==> src/rtl/saw_seq_ctrl_if.sv <==
// Host/generator-side signal bundle for the note sequencer.
// The master modport is the host driving the table and playback controls.
interface saw_seq_ctrl_if #(
  parameter int DEPTH = 16,
  parameter int DUR_W = 16
);
  localparam int AW = (DEPTH > 1) ? $clog2(DEPTH) : 1;

  logic             i_tick;
  logic             i_wr_en;
  logic [AW-1:0]    i_wr_addr;
  logic [23:0]      i_wr_freq;
  logic [DUR_W-1:0] i_wr_dur;
  logic             i_start;
  logic             i_stop;
  logic             i_loop;

  logic [23:0]      o_targetf;
  logic             o_pause;
  logic             o_busy;
  logic [AW-1:0]    o_idx;
  logic             o_done;

  modport master (
    output i_tick, i_wr_en, i_wr_addr, i_wr_freq, i_wr_dur,
           i_start, i_stop, i_loop,
    input  o_targetf, o_pause, o_busy, o_idx, o_done
  );

  modport slave (
    input  i_tick, i_wr_en, i_wr_addr, i_wr_freq, i_wr_dur,
           i_start, i_stop, i_loop,
    output o_targetf, o_pause, o_busy, o_idx, o_done
  );
endinterface

==> src/rtl/saw_seq_ctrl.sv <==
// Note sequencer: plays a programmable table of (frequency, duration) notes
// into the sawtooth generator, timed by the generator's 48 kHz strobe.
module saw_seq_ctrl #(
  parameter int DEPTH     = 16,
  parameter int DUR_W     = 16,
  parameter int GAP_TICKS = 480
) (
  input  logic          i_clk48,
  input  logic          i_rst48,
  saw_seq_ctrl_if.slave bus
);
  localparam int AW = (DEPTH > 1) ? $clog2(DEPTH) : 1;
  localparam int GW = (GAP_TICKS > 0) ? $clog2(GAP_TICKS + 1) : 1;
  localparam logic [GW-1:0] GAP_INIT = GW'(GAP_TICKS);
  localparam logic [AW-1:0] LAST_IDX = AW'(DEPTH - 1);

  typedef enum logic [1:0] {IDLE, PLAY, GAP} state_t;

  state_t           state, state_n;
  logic [23:0]      freq_mem [DEPTH];
  logic [DUR_W-1:0] dur_mem  [DEPTH];
  logic [AW-1:0]    idx, idx_n;
  logic [23:0]      targetf, targetf_n;
  logic [DUR_W-1:0] remain, remain_n;
  logic [GW-1:0]    gap, gap_n;
  logic             pause, pause_n;
  logic             done, done_n;

  logic [AW-1:0]    nxt, adv_idx;
  logic             end_seq, adv_stop, do_adv;

  // Where the sequence goes after the current note (and its gap) completes.
  always_comb begin
    nxt      = idx + 1'b1;
    end_seq  = (idx == LAST_IDX) || (dur_mem[nxt] == '0);
    adv_idx  = nxt;
    adv_stop = 1'b0;
    if (end_seq) begin
      adv_idx  = '0;
      adv_stop = !bus.i_loop || (dur_mem[0] == '0);
    end
  end

  always_comb begin
    state_n   = state;
    idx_n     = idx;
    targetf_n = targetf;
    remain_n  = remain;
    gap_n     = gap;
    done_n    = 1'b0;
    do_adv    = 1'b0;

    case (state)
      IDLE: begin
        if (bus.i_start) begin
          idx_n = '0;
          if (dur_mem[0] != '0) begin
            state_n   = PLAY;
            targetf_n = freq_mem[0];
            remain_n  = dur_mem[0];
          end else begin
            done_n = 1'b1;
          end
        end
      end
      PLAY: begin
        if (bus.i_tick) begin
          if (remain > DUR_W'(1)) begin
            remain_n = remain - 1'b1;
          end else if (GAP_TICKS > 0) begin
            state_n = GAP;
            gap_n   = GAP_INIT;
          end else begin
            do_adv = 1'b1;
          end
        end
      end
      GAP: begin
        if (bus.i_tick) begin
          if (gap > GW'(1)) gap_n = gap - 1'b1;
          else              do_adv = 1'b1;
        end
      end
      default: state_n = IDLE;
    endcase

    if (do_adv) begin
      if (adv_stop) begin
        state_n   = IDLE;
        targetf_n = '0;
        done_n    = 1'b1;
      end else begin
        state_n   = PLAY;
        idx_n     = adv_idx;
        targetf_n = freq_mem[adv_idx];
        remain_n  = dur_mem[adv_idx];
      end
    end

    // Stop overrides everything decided above, including a same-cycle tick.
    if (bus.i_stop) begin
      state_n   = IDLE;
      targetf_n = '0;
      done_n    = 1'b0;
    end

    pause_n = (state_n != PLAY);
  end

  always_ff @(posedge i_clk48) begin
    if (i_rst48) begin
      state   <= IDLE;
      idx     <= '0;
      targetf <= '0;
      remain  <= '0;
      gap     <= '0;
      pause   <= 1'b1;
      done    <= 1'b0;
      for (int unsigned i = 0; i < DEPTH; i++) begin
        freq_mem[i] <= '0;
        dur_mem[i]  <= '0;
      end
    end else begin
      state   <= state_n;
      idx     <= idx_n;
      targetf <= targetf_n;
      remain  <= remain_n;
      gap     <= gap_n;
      pause   <= pause_n;
      done    <= done_n;
      // Loads above read the pre-write contents when addresses collide.
      if (bus.i_wr_en) begin
        freq_mem[bus.i_wr_addr] <= bus.i_wr_freq;
        dur_mem[bus.i_wr_addr]  <= bus.i_wr_dur;
      end
    end
  end

  assign bus.o_targetf = targetf;
  assign bus.o_pause   = pause;
  assign bus.o_busy    = (state != IDLE);
  assign bus.o_idx     = idx;
  assign bus.o_done    = done;
endmodule

==> src/flat_wrapper.sv <==
// flat-port wrapper written by rule: the top's interface ports become plain ports
module saw_seq_ctrl_flat 
#(
  parameter int DEPTH     = 16,
  parameter int DUR_W     = 16,
  parameter int GAP_TICKS = 480
)
  (i_clk48, i_rst48, bus_i_tick, bus_i_wr_en, bus_i_wr_addr, bus_i_wr_freq, bus_i_wr_dur, bus_i_start, bus_i_stop, bus_i_loop, bus_o_targetf, bus_o_pause, bus_o_busy, bus_o_idx, bus_o_done);
  saw_seq_ctrl_if #(.DEPTH(DEPTH), .DUR_W(DUR_W)) bus_i ();
  input  logic i_clk48;
  input  logic i_rst48;
  input wire logic [$bits(bus_i.i_tick)-1:0] bus_i_tick;
  input wire logic [$bits(bus_i.i_wr_en)-1:0] bus_i_wr_en;
  input wire logic [$bits(bus_i.i_wr_addr)-1:0] bus_i_wr_addr;
  input wire logic [$bits(bus_i.i_wr_freq)-1:0] bus_i_wr_freq;
  input wire logic [$bits(bus_i.i_wr_dur)-1:0] bus_i_wr_dur;
  input wire logic [$bits(bus_i.i_start)-1:0] bus_i_start;
  input wire logic [$bits(bus_i.i_stop)-1:0] bus_i_stop;
  input wire logic [$bits(bus_i.i_loop)-1:0] bus_i_loop;
  output wire logic [$bits(bus_i.o_targetf)-1:0] bus_o_targetf;
  output wire logic [$bits(bus_i.o_pause)-1:0] bus_o_pause;
  output wire logic [$bits(bus_i.o_busy)-1:0] bus_o_busy;
  output wire logic [$bits(bus_i.o_idx)-1:0] bus_o_idx;
  output wire logic [$bits(bus_i.o_done)-1:0] bus_o_done;
  assign bus_i.i_tick = bus_i_tick;
  assign bus_i.i_wr_en = bus_i_wr_en;
  assign bus_i.i_wr_addr = bus_i_wr_addr;
  assign bus_i.i_wr_freq = bus_i_wr_freq;
  assign bus_i.i_wr_dur = bus_i_wr_dur;
  assign bus_i.i_start = bus_i_start;
  assign bus_i.i_stop = bus_i_stop;
  assign bus_i.i_loop = bus_i_loop;
  assign bus_o_targetf = bus_i.o_targetf;
  assign bus_o_pause = bus_i.o_pause;
  assign bus_o_busy = bus_i.o_busy;
  assign bus_o_idx = bus_i.o_idx;
  assign bus_o_done = bus_i.o_done;
  saw_seq_ctrl #(.DEPTH(DEPTH), .DUR_W(DUR_W), .GAP_TICKS(GAP_TICKS)) u_core (.i_clk48(i_clk48), .i_rst48(i_rst48), .bus(bus_i));
endmodule
==> config.mk <==
export PLATFORM = sky130hd
export DESIGN_NAME = saw_seq_ctrl_flat
export DESIGN_NICKNAME = d
export VERILOG_FILES = /design/src/rtl/saw_seq_ctrl_if.sv /design/src/rtl/saw_seq_ctrl.sv /design/src/flat_wrapper.sv
export SDC_FILE = /design/constraint.sdc
export NUM_CORES = 1
export LEC_CHECK = 0
export CAP_MARGIN = 20
export CORE_MARGIN = 2
export CORE_UTILIZATION = 56
export DETAILED_ROUTE_END_ITERATION = 10
export GPL_TIMING_DRIVEN = 0
export PLACE_DENSITY = 0.76
export SYNTH_ARGS = -nofsm -noshare
export SYNTH_HDL_FRONTEND = slang
export SYNTH_SLANG_ARGS = --single-unit
==> constraint.sdc <==
create_clock -name i_clk48 -period 4.7 [get_ports i_clk48]
set_input_delay 0.47 -clock i_clk48 [delete_from_list [all_inputs] [get_ports i_clk48]]
set_output_delay 0.47 -clock i_clk48 [all_outputs]
set_load 0.005 [all_outputs]
== Word-level counts from Yosys, hierarchy flattened ==
Memories as Yosys holds them, arrays and structs flattened.
Cells that the tools add are included.
Word-level totals
  input bits: 51
  RAM bits: 640
  logic and storage cells: 89
  memory bits (read-only): 0
  memories: 2
  bits in latches: 0
  bits in registers: 57
Operators by class
  bitwise gates (word level): 0
  reduce and logical (&&, ||, !) cells: 17
  magnitude comparators: 2
  multiplexer cells: 50
  divide/modulo/power cells: 0
  equality and inequality tests: 8
  shifts and indexed selects: 0
  add/subtract/negate cells: 3
  $mul: 0
Memory list
  u_core.freq_mem: words 16, bits a word 24, read ports 2, clocked after memory_dff 0, wr ports 16, line saw_seq_ctrl.sv:20  | logic [23:0] freq_mem [DEPTH];
  u_core.dur_mem: words 16, bits a word 16, read ports 3, clocked after memory_dff 0, wr ports 16, line saw_seq_ctrl.sv:21  | logic [DUR_W-1:0] dur_mem [DEPTH];
Operators with widths (count)
  $mux 24: 6
  $mux 16: 7
  $mux 9: 4
  $logic_not 16->1: 2
  $pmux 16 s2: 1
  $mux 4: 7
  $reduce_or 24->1: 1
  $pmux 9 s2: 1
  $mux 1: 17
  $gt 16x1->1 const B: 1
  $reduce_bool 16->1: 1
  $reduce_or 16->1: 1
  $sub 16x1->16 const B: 1
  $mux 2: 6
  $reduce_bool 2->1: 5
  $gt 9x1->1 const B: 1
  $sub 9x1->9 const B: 1
  $ne 2x2->1 const B: 3
  $pmux 2 s3: 1
  $reduce_and 5->1: 1
  $add 4x1->4 const B: 1
  $eq 4x4->1 const B: 1
  $ne 2x1->1 const B: 2
  $reduce_and 3->1: 1
  other kinds (6): 7

== Logic depth before layout (Yosys ltp) ==
Gate-level depths: netlist of run 1.
An unclocked memory read counts as a cell.
  depth after elaboration: 9
  depth in mapped cells: 16

== Worst setup path before layout of run 1 ==
No wires, ideal clock.
  path kind: input to register
  start point: in i_rst48
  end point: mem u_core.dur_mem[8][0], enable pin
  path buffers: 1
  required time: 4.207 ns
  stages: 5
  library setup time: 0.493 ns
  path slack: 0.230 ns
  arrival: 3.977 ns
  cells stage by stage: inv_1 -> nand2_1 -> or3_1 -> clkbuf_1 -> o21ai_0
RTL lines
  from (decl): line flat_wrapper.sv:11  | input logic i_rst48;
  to (decl): line saw_seq_ctrl.sv:21

== Worst setup path in the final report of run 1 ==
  start point: reg u_core.idx[1] (netlist: u_core.bus.o_idx[1])
  end point: reg u_core.remain[12]
Between the ends
  longest elaborated chain between the ends: 8
  elaborated cells between the ends (all ways): 9
Ends and longest elaborated chain
  from (decl): line saw_seq_ctrl.sv:22  | logic [AW-1:0] idx, idx_n;
  from (signal assigned): line saw_seq_ctrl.sv:125  | idx <= idx_n;
  $add 4x1->4: line saw_seq_ctrl.sv:34  | nxt = idx + 1'b1;
  $mem_v2 16x16
  $logic_not 16->1: line saw_seq_ctrl.sv:35  | end_seq = (idx == LAST_IDX) || (dur_mem[nxt] == '0);
  $logic_or 1x1->1: line saw_seq_ctrl.sv:35
  $mux 4: line saw_seq_ctrl.sv:38  | if (end_seq) begin
  $mem_v2 16x16
  $mux 16 (*): line saw_seq_ctrl.sv:88  | if (adv_stop) begin
  $mux 16 (*): line saw_seq_ctrl.sv:87  | if (do_adv) begin
  to (signal assigned): line saw_seq_ctrl.sv:127  | remain <= remain_n;
  to (decl): line saw_seq_ctrl.sv:24  | logic [DUR_W-1:0] remain, remain_n;
Every way passes the cells marked *; elsewhere a longest branch is shown, timed or not.
A chain may end at the register's enable or synchronous reset.

==> impl_metrics.env, run 1 <==
export IMPL_start_util_pct=56.6
export IMPL_arrival_ns=5.40
export IMPL_end_kind="register"
export IMPL_min_from="u_core.bus.o_idx[1]"
export IMPL_die_area_um2=63000
export IMPL_tightestPinTransition_ns=1.26
export IMPL_power_total_w=0.0142
export IMPL_synthCells=2853
export IMPL_seq_area_frac_synth_pct=59.6
export IMPL_ant_nets=0
export IMPL_hold_class="reg -> reg"
export IMPL_relSlewSlack_pct=16.3
export IMPL_place_gp_congestion=1.06
export IMPL_dpl_hpwl_um=95200
export IMPL_synth_top_family_by_area="simple AND/OR/NAND/NOR gates"
export IMPL_setup_viol=6
export IMPL_antenna_found_initial=7
export IMPL_vias=25964
export IMPL_slew_violations=0
export IMPL_die_x_um=251
export IMPL_layout_drive_gt1_share_pct=12.8
export IMPL_synth_ff_latch_count=697
export IMPL_globalRoute_totalOverflow=0
export IMPL_fmax_ghz=0.205
export IMPL_setup_slack_ns=-0.170
export IMPL_yosysWarnings=0
export IMPL_power_density_nw_per_um2=361
export IMPL_rsz0062_at_grt="false"
export IMPL_cts_root_buf="clkbuf_16"
export IMPL_muxShareOfSynthArea_pct=6.41
export IMPL_pre_cts_slack_ns=-1.35
export IMPL_dr_pass1_iters=6
export IMPL_wl_per_cell_um=33.3
export IMPL_synthTopCellsByArea="edfxtp_1, and2_1, dfxtp_1"
export IMPL_via_per_inst=6.70
export IMPL_synth_distinct_cells=84
export IMPL_slowest_stage="buf_1"
export IMPL_grt_start_max_net_pins=41
export IMPL_io_buffers=81
export IMPL_pin_count=82
export IMPL_dp_cells=3735
export IMPL_synthMostInstantiatedCell="and2_1"
export IMPL_cts_sinks=697
export IMPL_required_ns=5.23
export IMPL_grt_pass1_wl_um=181000
export IMPL_synthFlopType="edfxtp_1"
export IMPL_fp_row_count=90
export IMPL_path_max_fanout=10
export IMPL_cts_tree="yes"
export IMPL_yosys_area_share_adder_pct=0.183
export IMPL_synth_area_um2=34100
export IMPL_violations="negative setup slack"
export IMPL_finClkSkew_ns=0.0277
export IMPL_critPathLaunch="u_core.bus.o_idx[1]"
export IMPL_cts_buffers=75
export IMPL_fin_crit_ns=4.87
export IMPL_synth_area_leader_cell="edfxtp_1"
export IMPL_status="finished with violations"
export IMPL_groute_usage_overall_pct=41.0
export IMPL_die_h_um=251
export IMPL_drt_iter0_drc=3662
export IMPL_cpPeakStageDelay_ns=0.86
export IMPL_wirelength_um=129000
export IMPL_synthSimpleGateAreaFrac_pct=18.9
export IMPL_synth_top_area_share_pct=56.3
export IMPL_path_cells="ha_2 -> buf_2 -> buf_4 -> buf_1 -> clkbuf_1 -> nand3_1 -> a21boi_0 -> o32ai_1 -> a31oi_1"
export IMPL_coreArea_um2=60400
export IMPL_async_reset_ff_share_pct=0
export IMPL_leakage_nw=13.2
export IMPL_grt_pass1_vias=25549
export IMPL_synth_xor_area_share_pct=0.352
export IMPL_max_cap_viol_count=0
export IMPL_syn_avg_cell_area_um2=12.0
export IMPL_area_delta_synth_final_pct=15.1
export IMPL_hold_viol=0
export IMPL_layoutNonFillerInstCount=3876
export IMPL_insertion_delay_ns=0.65
export IMPL_clock_path_buffers=3
export IMPL_drc_errors=0
export IMPL_ys_top_cells_by_count="and2_1, edfxtp_1, clkbuf_1"
export IMPL_h_tree_depth=3
export IMPL_synth_compound_area_share_pct=11.3
export IMPL_synth_edf_count=640
export IMPL_fin_crit_sh_pct=104
export IMPL_startpoint_type="register"
export IMPL_clk_pin_slew_ns=0.07
export IMPL_nets=3090
export IMPL_reg2reg_from="u_core.bus.o_idx[1]"
export IMPL_worst_setup_path_type="reg -> reg"
export IMPL_ir_drop_mv=0.363
export IMPL_synth_nets=2909
state kept, by name, indices dropped and copies added, names as in the netlist:
register and flops:
u_core.gap 9, u_core.state 2, u_core.bus.o_pause 1, u_core.dur_mem 256, u_core.bus.o_idx 4, u_core.remain 16, u_core.freq_mem 384, u_core.bus.o_targetf 24
u_core.bus.o_done 1
power by group:
group,internal [W],switching (W)
clock,0.00343,0.00258
sequential,0.00711,0.000179
combinational,0.000288,0.000565
total,0.0108,0.00333
critical path, delay by kind of cell (launching register included):
| family | cells | cell delay, ns |
|---|---|---|
| AO/OA/AOI/OAI | 3 | 0.79 |
| adder cells (fa/ha/maj) | 1 | 0.55 |
| buffers and inverters | 4 | 2.49 |
| flip-flops | 1 | 0.35 |
| AND/OR/NAND/NOR | 1 | 0.55 |
placed cells by master (no fill, tap or decap), drive strengths merged, types with 9 or more instances in the layout:
cell type	n
nor4	47
a211oi	96
nand2	124
a21oi	117
dfxtp	57
o21ai	160
clkdlybuf4s50	81
and2	671
buf	77
a22oi	29
mux2	53
mux2i	69
a31oi	23
nor3	68
clkinv	33
a221oi	17
nand3	32
or2	9
edfxtp	640
o211ai	33
clkbuf	273
mux4	40
inv	19
nor2	162
cell type report:
class | instances | area, um2
Antenna cell | 3 | 7.51
Buffer | 235 | 1060
Clock buffer | 89 | 1950
Clock inverter | 45 | 495
Fill cell | 4565 | 21100
Inverter | 15 | 56.3
Multi-Input combinational cell | 1901 | 13100
Sequential cell | 697 | 20400
Tap cell | 782 | 978
Timing Repair Buffer | 109 | 1280
metal layers:
layer	global-route usage, %	part of all wire, %	vias to the layer above
li1	-	-	10856
met1	52.7	36	12866
met2	64.1	46	1842
met3	8.40	11	398
met4	26.1	7.5	2
met5	0	0.0070	-
kinds of logic (layout without fill, tap and decap cells):
| group | after synthesis | after routing |
|---|---|---|
| adders and majority gates | 5 | 5 |
| DFF | 697 | 697 |
| and+or+nand+nor | 1157 | 1157 |
| xor gates and xnor gates | 12 | 12 |
| muxes | 162 | 162 |
| AOI/OAI and AO/OA | 565 | 565 |
| buffers and inverters | 255 | 493 |
| other | 0 | 3 |
path summary, 6_finish.rpt:
| path | to | slack [ns] | depth (start not counted) |
|---|---|---|---|
| worst max register to register | u_core.remain[12] | -0.17 | 9 |
| worst min register to register | u_core.bus.o_idx[1] | 0.54 | 2 |
| worst max-delay path | u_core.remain[12] | -0.17 | 9 |
| worst min-delay path | u_core.bus.o_idx[1] | 0.54 | 2 |
what timing repair did:
action	4_1_cts	5_1_grt
gates resized for setup	56	29
endpoints found under the hold margin	0	0
hold buffers	0	0
endpoints found under the setup margin	46	32
pin swaps	2	5
setup buffers	1	6
stage by stage:
stage / hold WS, ns / setup TNS, ns / utilization [%] / instance area (um2)
4_1_cts: 0.535 / 0 / 64.8 / 39100
6_report: 0.537 / -0.396 / 65.1 / 39300
3_3_place_gp: 0.493 / -1436.06 / 59.5 / 35900
5_1_grt: 0.579 / 0 / 65.1 / 39300
2_1_floorplan: 0.484 / 0 / - / 34100
3_5_place_dp: 0.527 / -38.56 / 60.4 / 36400
(Power assumes the default switching activity.)
==> run 2, diff against run 1 <==
PLACE_DENSITY = 0.86   (was 0.76)
==> run 2 against run 1 <==
Against the previous run:
- the run still ends with negative setup slack left
- worst setup slack got worse by 0.089 ns
- fmax shrank 1.8%
- sequential cell count unchanged
- routed wire length decreased by 0.95%
- global-route usage is 0.68 points lower
- utilization down 0.40 points
- non-clock buffer count fell by 1
- sequential share of layout area up 0.32 points
- largest power group unchanged
==> impl_metrics.env, run 2 (synthesis gave the netlist of run 1 again) <==
export IMPL_finClkSkew_ns=0.0321
export IMPL_leakage_nw=13.1
export IMPL_area_delta_synth_final_pct=14.4
export IMPL_pin_count=82
export IMPL_groute_usage_overall_pct=40.4
export IMPL_setup_slack_ns=-0.259
export IMPL_status="finished with violations"
export IMPL_met2_usage_pct=61.8
export IMPL_grt_use_met3_pct=9.29
export IMPL_end_kind="register"
export IMPL_layout_commonest_cell="and2_1"
export IMPL_whs_ns=0.525
export IMPL_io_buffers=81
export IMPL_die_area_um2=63000
export IMPL_relSlewSlack_pct=14.1
export IMPL_power_total_w=0.0140
export IMPL_insertion_delay_ns=0.66
export IMPL_required_ns=5.21
export IMPL_nets=3088
export IMPL_die_x_um=251
export IMPL_dr_pass1_iters=8
export IMPL_power_density_nw_per_um2=358
export IMPL_ant_nets=0
export IMPL_fp_row_count=90
export IMPL_pre_cts_slack_ns=-1.04
export IMPL_wirelength_um=128000
export IMPL_vias=26651
export IMPL_reg2reg_from="u_core.bus.o_idx[1]"
export IMPL_via_per_inst=6.88
export IMPL_clock_path_buffers=3
export IMPL_grt_pass1_wl_um=180000
export IMPL_r2r_end="u_core.remain[13]"
export IMPL_path_max_fanout=10
export IMPL_clk_pin_slew_ns=0.06
export IMPL_max_cap_viol_count=0
export IMPL_coreArea_um2=60400
export IMPL_cts_tree="yes"
export IMPL_slew_violations=0
export IMPL_wl_per_cell_um=33.0
export IMPL_top_usage_layer="met2"
export IMPL_min_from="u_core.gap[1]"
export IMPL_cts_root_buf="clkbuf_16"
export IMPL_rsz0062_at_grt="true"
export IMPL_grt_start_max_net_pins=41
export IMPL_setup_viol=12
export IMPL_hold_depth=2
export IMPL_dpl_hpwl_um=91100
export IMPL_tightestPinTransition_ns=1.29
export IMPL_globalRoute_totalOverflow=0
export IMPL_layout_drive_gt1_share_pct=12.1
export IMPL_die_h_um=251
export IMPL_grt_pass1_vias=25904
export IMPL_drt_iter0_drc=4734
export IMPL_start_util_pct=56.6
export IMPL_violations="negative setup slack"
export IMPL_worst_setup_path_type="reg -> reg"
export IMPL_worstHoldEndpoint="u_core.gap[1]"
export IMPL_arrival_ns=5.47
export IMPL_final_cell_mix="and2_1, edfxtp_1, clkbuf_1, nor2_1, o21ai_0"
export IMPL_ir_drop_mv=0.317
export IMPL_r2r_cells=13
export IMPL_cts_sinks=697
export IMPL_hold_viol=0
export IMPL_h_tree_depth=3
export IMPL_fin_tns_setup_ns=-1.12
export IMPL_startpoint_type="register"
export IMPL_antenna_found_initial=8
export IMPL_place_gp_congestion=1.05
export IMPL_fin_crit_ns=4.96
export IMPL_hold_buffers=0
export IMPL_ff2ff_setup_slack_ns=-0.26
export IMPL_cts_buffers=74
export IMPL_fin_crit_sh_pct=106
export IMPL_met1_usage_pct=51.4
export IMPL_largest_register_ffs=384
export IMPL_largest_register="u_core.freq_mem"
export IMPL_drc_errors=0
export IMPL_fmax_ghz=0.202
export IMPL_hold_class="reg -> reg"
-- run 2: cell types whose count changed in the layout (fill, tap and decap cells not counted), sizes merged --
cell | previous run | this run
buf | 77 | 73
bufinv | 8 | 3
clkbuf | 273 | 286
clkdlybuf4s15 | 0 | 1
clkinv | 33 | 20
clkinvlp | 0 | 4
inv | 19 | 18
-- run 2: how the worst max path moves through the flow --
stage | from | endpoint | slack, ns | depth (start not counted)
final | u_core.bus.o_idx[1] | u_core.remain[13] | -0.26 | 13
after global routing | u_core.bus.o_idx[1] | u_core.remain[13] | -0.12 | 13
after CTS | u_core.bus.o_idx[0] | u_core.remain[15] | 0.03 | 14
after detailed placement | u_core.bus.o_idx[1] | u_core.bus.o_targetf[1] | -1.04 | 14
after global placement | i_rst48 | u_core.freq_mem[4][16] | -3.19 | 6
after floorplan | i_rst48 | u_core.dur_mem[8][0] | 0.23 | 5
-- run 2: power breakdown --
group          total (W)  switching, W  internal (W)
registers        0.00729      0.000179       0.00711
clock network    0.00580       0.00257       0.00323
logic           0.000871      0.000580      0.000290
total             0.0140       0.00332        0.0106
-- run 2: metrics by stage --
step	utilization, %	area, um2	std cells
CTS	64.4	38900	3864
floorplan	-	34100	2853
detailed placement	60.4	36400	3735
finish	64.7	39000	3871
global placement	59.5	35900	3716
global route	64.7	39000	3869
-- run 2: timing repair --
item | CTS | global route
gates cloned | 0 | 0
setup buffers | 1 | 0
endpoints found under the setup margin | 45 | 28
resized for setup | 37 | 21
hold endpoints to repair | 0 | 0
pin swaps | 1 | 0
-- run 2: cell type report --
| class | instances | area, um2 |
|---|---|---|
| tap | 782 | 978 |
| buffer | 238 | 1060 |
| fill | 4390 | 21300 |
| antenna | 3 | 7.51 |
| multi-input combinational | 1901 | 13000 |
| clock buffer | 100 | 2030 |
| sequential | 697 | 20400 |
| clock inverter | 30 | 312 |
| timing repair buffer | 105 | 1260 |
| inverter | 15 | 56.3 |
-- run 2: metal layers --
metal | wire length, um | vias up
met3 | 15200 | 538
met1 | 44900 | 13033
met4 | 10800 | 6
met2 | 56700 | 2236
met5 | 42 | -
li1 | - | 10838
-- run 2: worst max-delay path, stage by stage (launching register included) --
cell and delay, ns:
dfxtp_1 0.35, ha_2 0.55, inv_1 0.30, clkbuf_2 0.41, a221oi_1 0.50, nor3_1 0.12
nor2_1 0.31, o31ai_4 0.18, buf_4 0.24, nor3_1 0.69, clkbuf_2 0.50, nand4_1 0.19
a21oi_1 0.31, o21ai_0 0.14
==> edit, RTL diff (config.mk and constraints of run 2) <==
`GAP_TICKS` is set to 480 in 2 places; all go to 960.
--- a/src/rtl/saw_seq_ctrl.sv
+++ b/src/rtl/saw_seq_ctrl.sv
@@ -3,7 +3,7 @@
 module saw_seq_ctrl #(
   parameter int DEPTH     = 16,
   parameter int DUR_W     = 16,
-  parameter int GAP_TICKS = 480
+  parameter int GAP_TICKS = 960
 ) (
   input  logic          i_clk48,
   input  logic          i_rst48,
--- a/src/flat_wrapper.sv
+++ b/src/flat_wrapper.sv
@@ -3,7 +3,7 @@
 #(
   parameter int DEPTH     = 16,
   parameter int DUR_W     = 16,
-  parameter int GAP_TICKS = 480
+  parameter int GAP_TICKS = 960
 )
   (i_clk48, i_rst48, bus_i_tick, bus_i_wr_en, bus_i_wr_addr, bus_i_wr_freq, bus_i_wr_dur, bus_i_start, bus_i_stop, bus_i_loop, bus_o_targetf, bus_o_pause, bus_o_busy, bus_o_idx, bus_o_done);
   saw_seq_ctrl_if #(.DEPTH(DEPTH), .DUR_W(DUR_W)) bus_i ();
Check against the original RTL: no difference found for any inputs over 4 cycles, from zero or initial values and one cycle with i_rst48 high; that may be too few to reach the edited logic, so the function may still have changed.
==> edit against run 2 <==
The run still ends with setup timing left; setup slack gained 120 ps; routed wire length increased by 4.1%; highest routed layer unchanged; synthesized area is essentially flat; utilization barely moved; total power grew 1.3%; sequential cell count grew 1; design area decreased by 0.21%; count of clock-buffer cells in the layout shrank 12.
==> edit: results (changes against run 2) <==
Routing
  • Number of DRC markers in iteration 0: 4126 (-13%)
  • Via count: 26630 (-0.064%)
  • WL per Instance: 34.15 um (+3.5%)
  • WL final: 133000 um (+4.1%)
  • Drt first pass iters: 6 (-2)

Worst setup path
  • Slowest stage delay, CP: 640 ps (-50 ps)
  • R2R cell count: 11 (-2)
  • Slowest-stage cell, CP: buf_2
  • Worst r2r src: u_core.bus.o_idx[0]
  • CP top delay family: buffers and inverters

Clock tree
  • Root buffer cell: clkbuf_16
  • Worst skew pair latency: 640 ps (-20 ps)
  • Num CTS Buffers: 75 (+1.4%)

Logic synthesis
  • Post-synthesis cell count: 2871 (+0.63%)
  • Post-synthesis mux area share: 6.869% (+0.46 points)
  • Synth Area in Compound Gates: 9.494% (-1.8 points)
  • Seq/Total Area, Yosys: 59.73% (+0.098 points)
  • Synth Area in Adders: 0.1834% (about the same)
  • Synth cell types: 69 (-18%)
  • Synth area leaders: edfxtp_1 56%, and2_1 12%, mux2i_1 4.7%, dfxtp_1 3.4%, clkbuf_1 2.1%
  • Xor and xnor area share after synthesis: 0.3851% (+0.033 points)
  • Main flop type after synthesis: edfxtp_1
  • Share of synthesized registers carrying an async set or reset: 0% (unchanged)
  • Commonest cells in the netlist: 656 x and2_1, 640 x edfxtp_1, 190 x clkbuf_1
  • Post-synth EDFFs: 640 (unchanged)

Outcome
  • Status: finished with violations
  • Failing checks: setup timing

Finish
  • Top reg by flops: u_core.freq_mem
  • FILL cells: 4447 (+1.3%)
  • Max reg flops: 384 (unchanged)
  • Nets: 3111 (+0.74%)
  • Layout cells sized above 1: 9.807% (-2.2 points)

Place
  • DP HPWL: 96900 um (+6.3%)
  • Pre-CTS setup slack: -1665 ps (-625.1 ps)
  • Dpl cells: 3748 (+0.35%)
  • RePlAce Congestion: 1.076 (+2.2%)
  • Port Buffers: 80 (-1.2%)
  • Post-DP Area: 0.03609 mm^2 (-0.94%)

GRT
  • Total Routing Usage GR: 42.06% (+1.7 points)
  • Antenna violations before repair: 6 (-2)
  • Largest net degree at the start of global routing: 41 (unchanged)
  • Vias in the first global route: 26220 (+1.2%)
  • First-pass GRT wire length: 185500 um (+3.1%)

Timing
  • Max-slew headroom: 25.83% (+12 points)
  • Total Neg Setup Slack: -981.6 ps (+136.8 ps)
  • Clk_skew: 17.99 ps (-14.12 ps)
  • Hold WS: 356.1 ps (-168.8 ps)
  • # setup viols final: 16 (+4)
  • Final setup margin: -143.5 ps (+115.7 ps)

Power
  • Seq pwr share: 51.8% (-0.4 points)
  • Peak VDD IR: 0.2994 mV (-5.6%)
  • Clock network power share: 42.2% (+0.7 points)
  • Cell-internal power: 10.82 mW (+1.8%)
  • Leakage: 13.28 nW (+1.1%)
  • Total chip power: 14.14 mW (+1.3%)

Min path
  • Worst Hold Class: in -> reg
  • Worst Hold Launch: bus_i_tick
  • WHS Endpoint: u_core.bus.o_pause
  • Hold path depth: 3 (+1)
-- edit: changes by cell type in the layout (fill, tap and decap cells not counted), moves of 27 or more --
cell | run 2 | this run
a221o_1 | 1 | 29
mux4_2 | 40 | 13
a21oi_1 | 114 | 80
o21ai_0 | 145 | 78
nand3_1 | 32 | 60
mux2i_1 | 68 | 161
a211oi_2 | 38 | 2
-- edit: final cells by class --
type	instances	area, um^2	share of cell area (%)
clock inverter	44	442.9	1.137
inverter	11	41.29	0.1060
buffer	245	1127	2.894
timing repair buffer	109	1209	3.102
clock buffer	88	1947	4.997
tap	782	978.4	2.511
antenna	3	7.507	0.01927
sequential	698	20380	52.32
multi-input combinational	1915	12820	32.91
-- edit: what timing repair did --
action | in CTS | in global routing
cloned | 0 | 0
setup buffers | 5 | 0
setup endpoints to repair | 47 | 38
pin swaps | 4 | 0
gates resized for setup | 60 | 41
-- edit: worst max path at each step --
stage	start	to	slack, ps	cells past startpoint
2_1_floorplan	u_core.bus.o_idx[0]	u_core.remain[12]	1360	13
3_5_place_dp	u_core.bus.o_idx[0]	u_core.bus.o_targetf[0]	-1670	12
3_3_place_gp	u_core.bus.o_idx[0]	u_core.bus.o_targetf[6]	-2080	13
4_1_cts	u_core.bus.o_idx[0]	u_core.remain[13]	-6	14
5_1_grt	u_core.bus.o_idx[0]	u_core.bus.o_targetf[16]	-130	16
6_report	u_core.bus.o_idx[0]	u_core.remain[13]	-140	11
-- edit: metal layers --
| metal | routed length [um] | track usage (%) | vias up |
|---|---|---|---|
| met4 | 11380 | 32.34 | 6 |
| met3 | 14040 | 9.319 | 500 |
| met5 | 46 | 0 | - |
| met2 | 60850 | 65.54 | 1984 |
| met1 | 46700 | 51.34 | 13170 |
| li1 | - | - | 10970 |
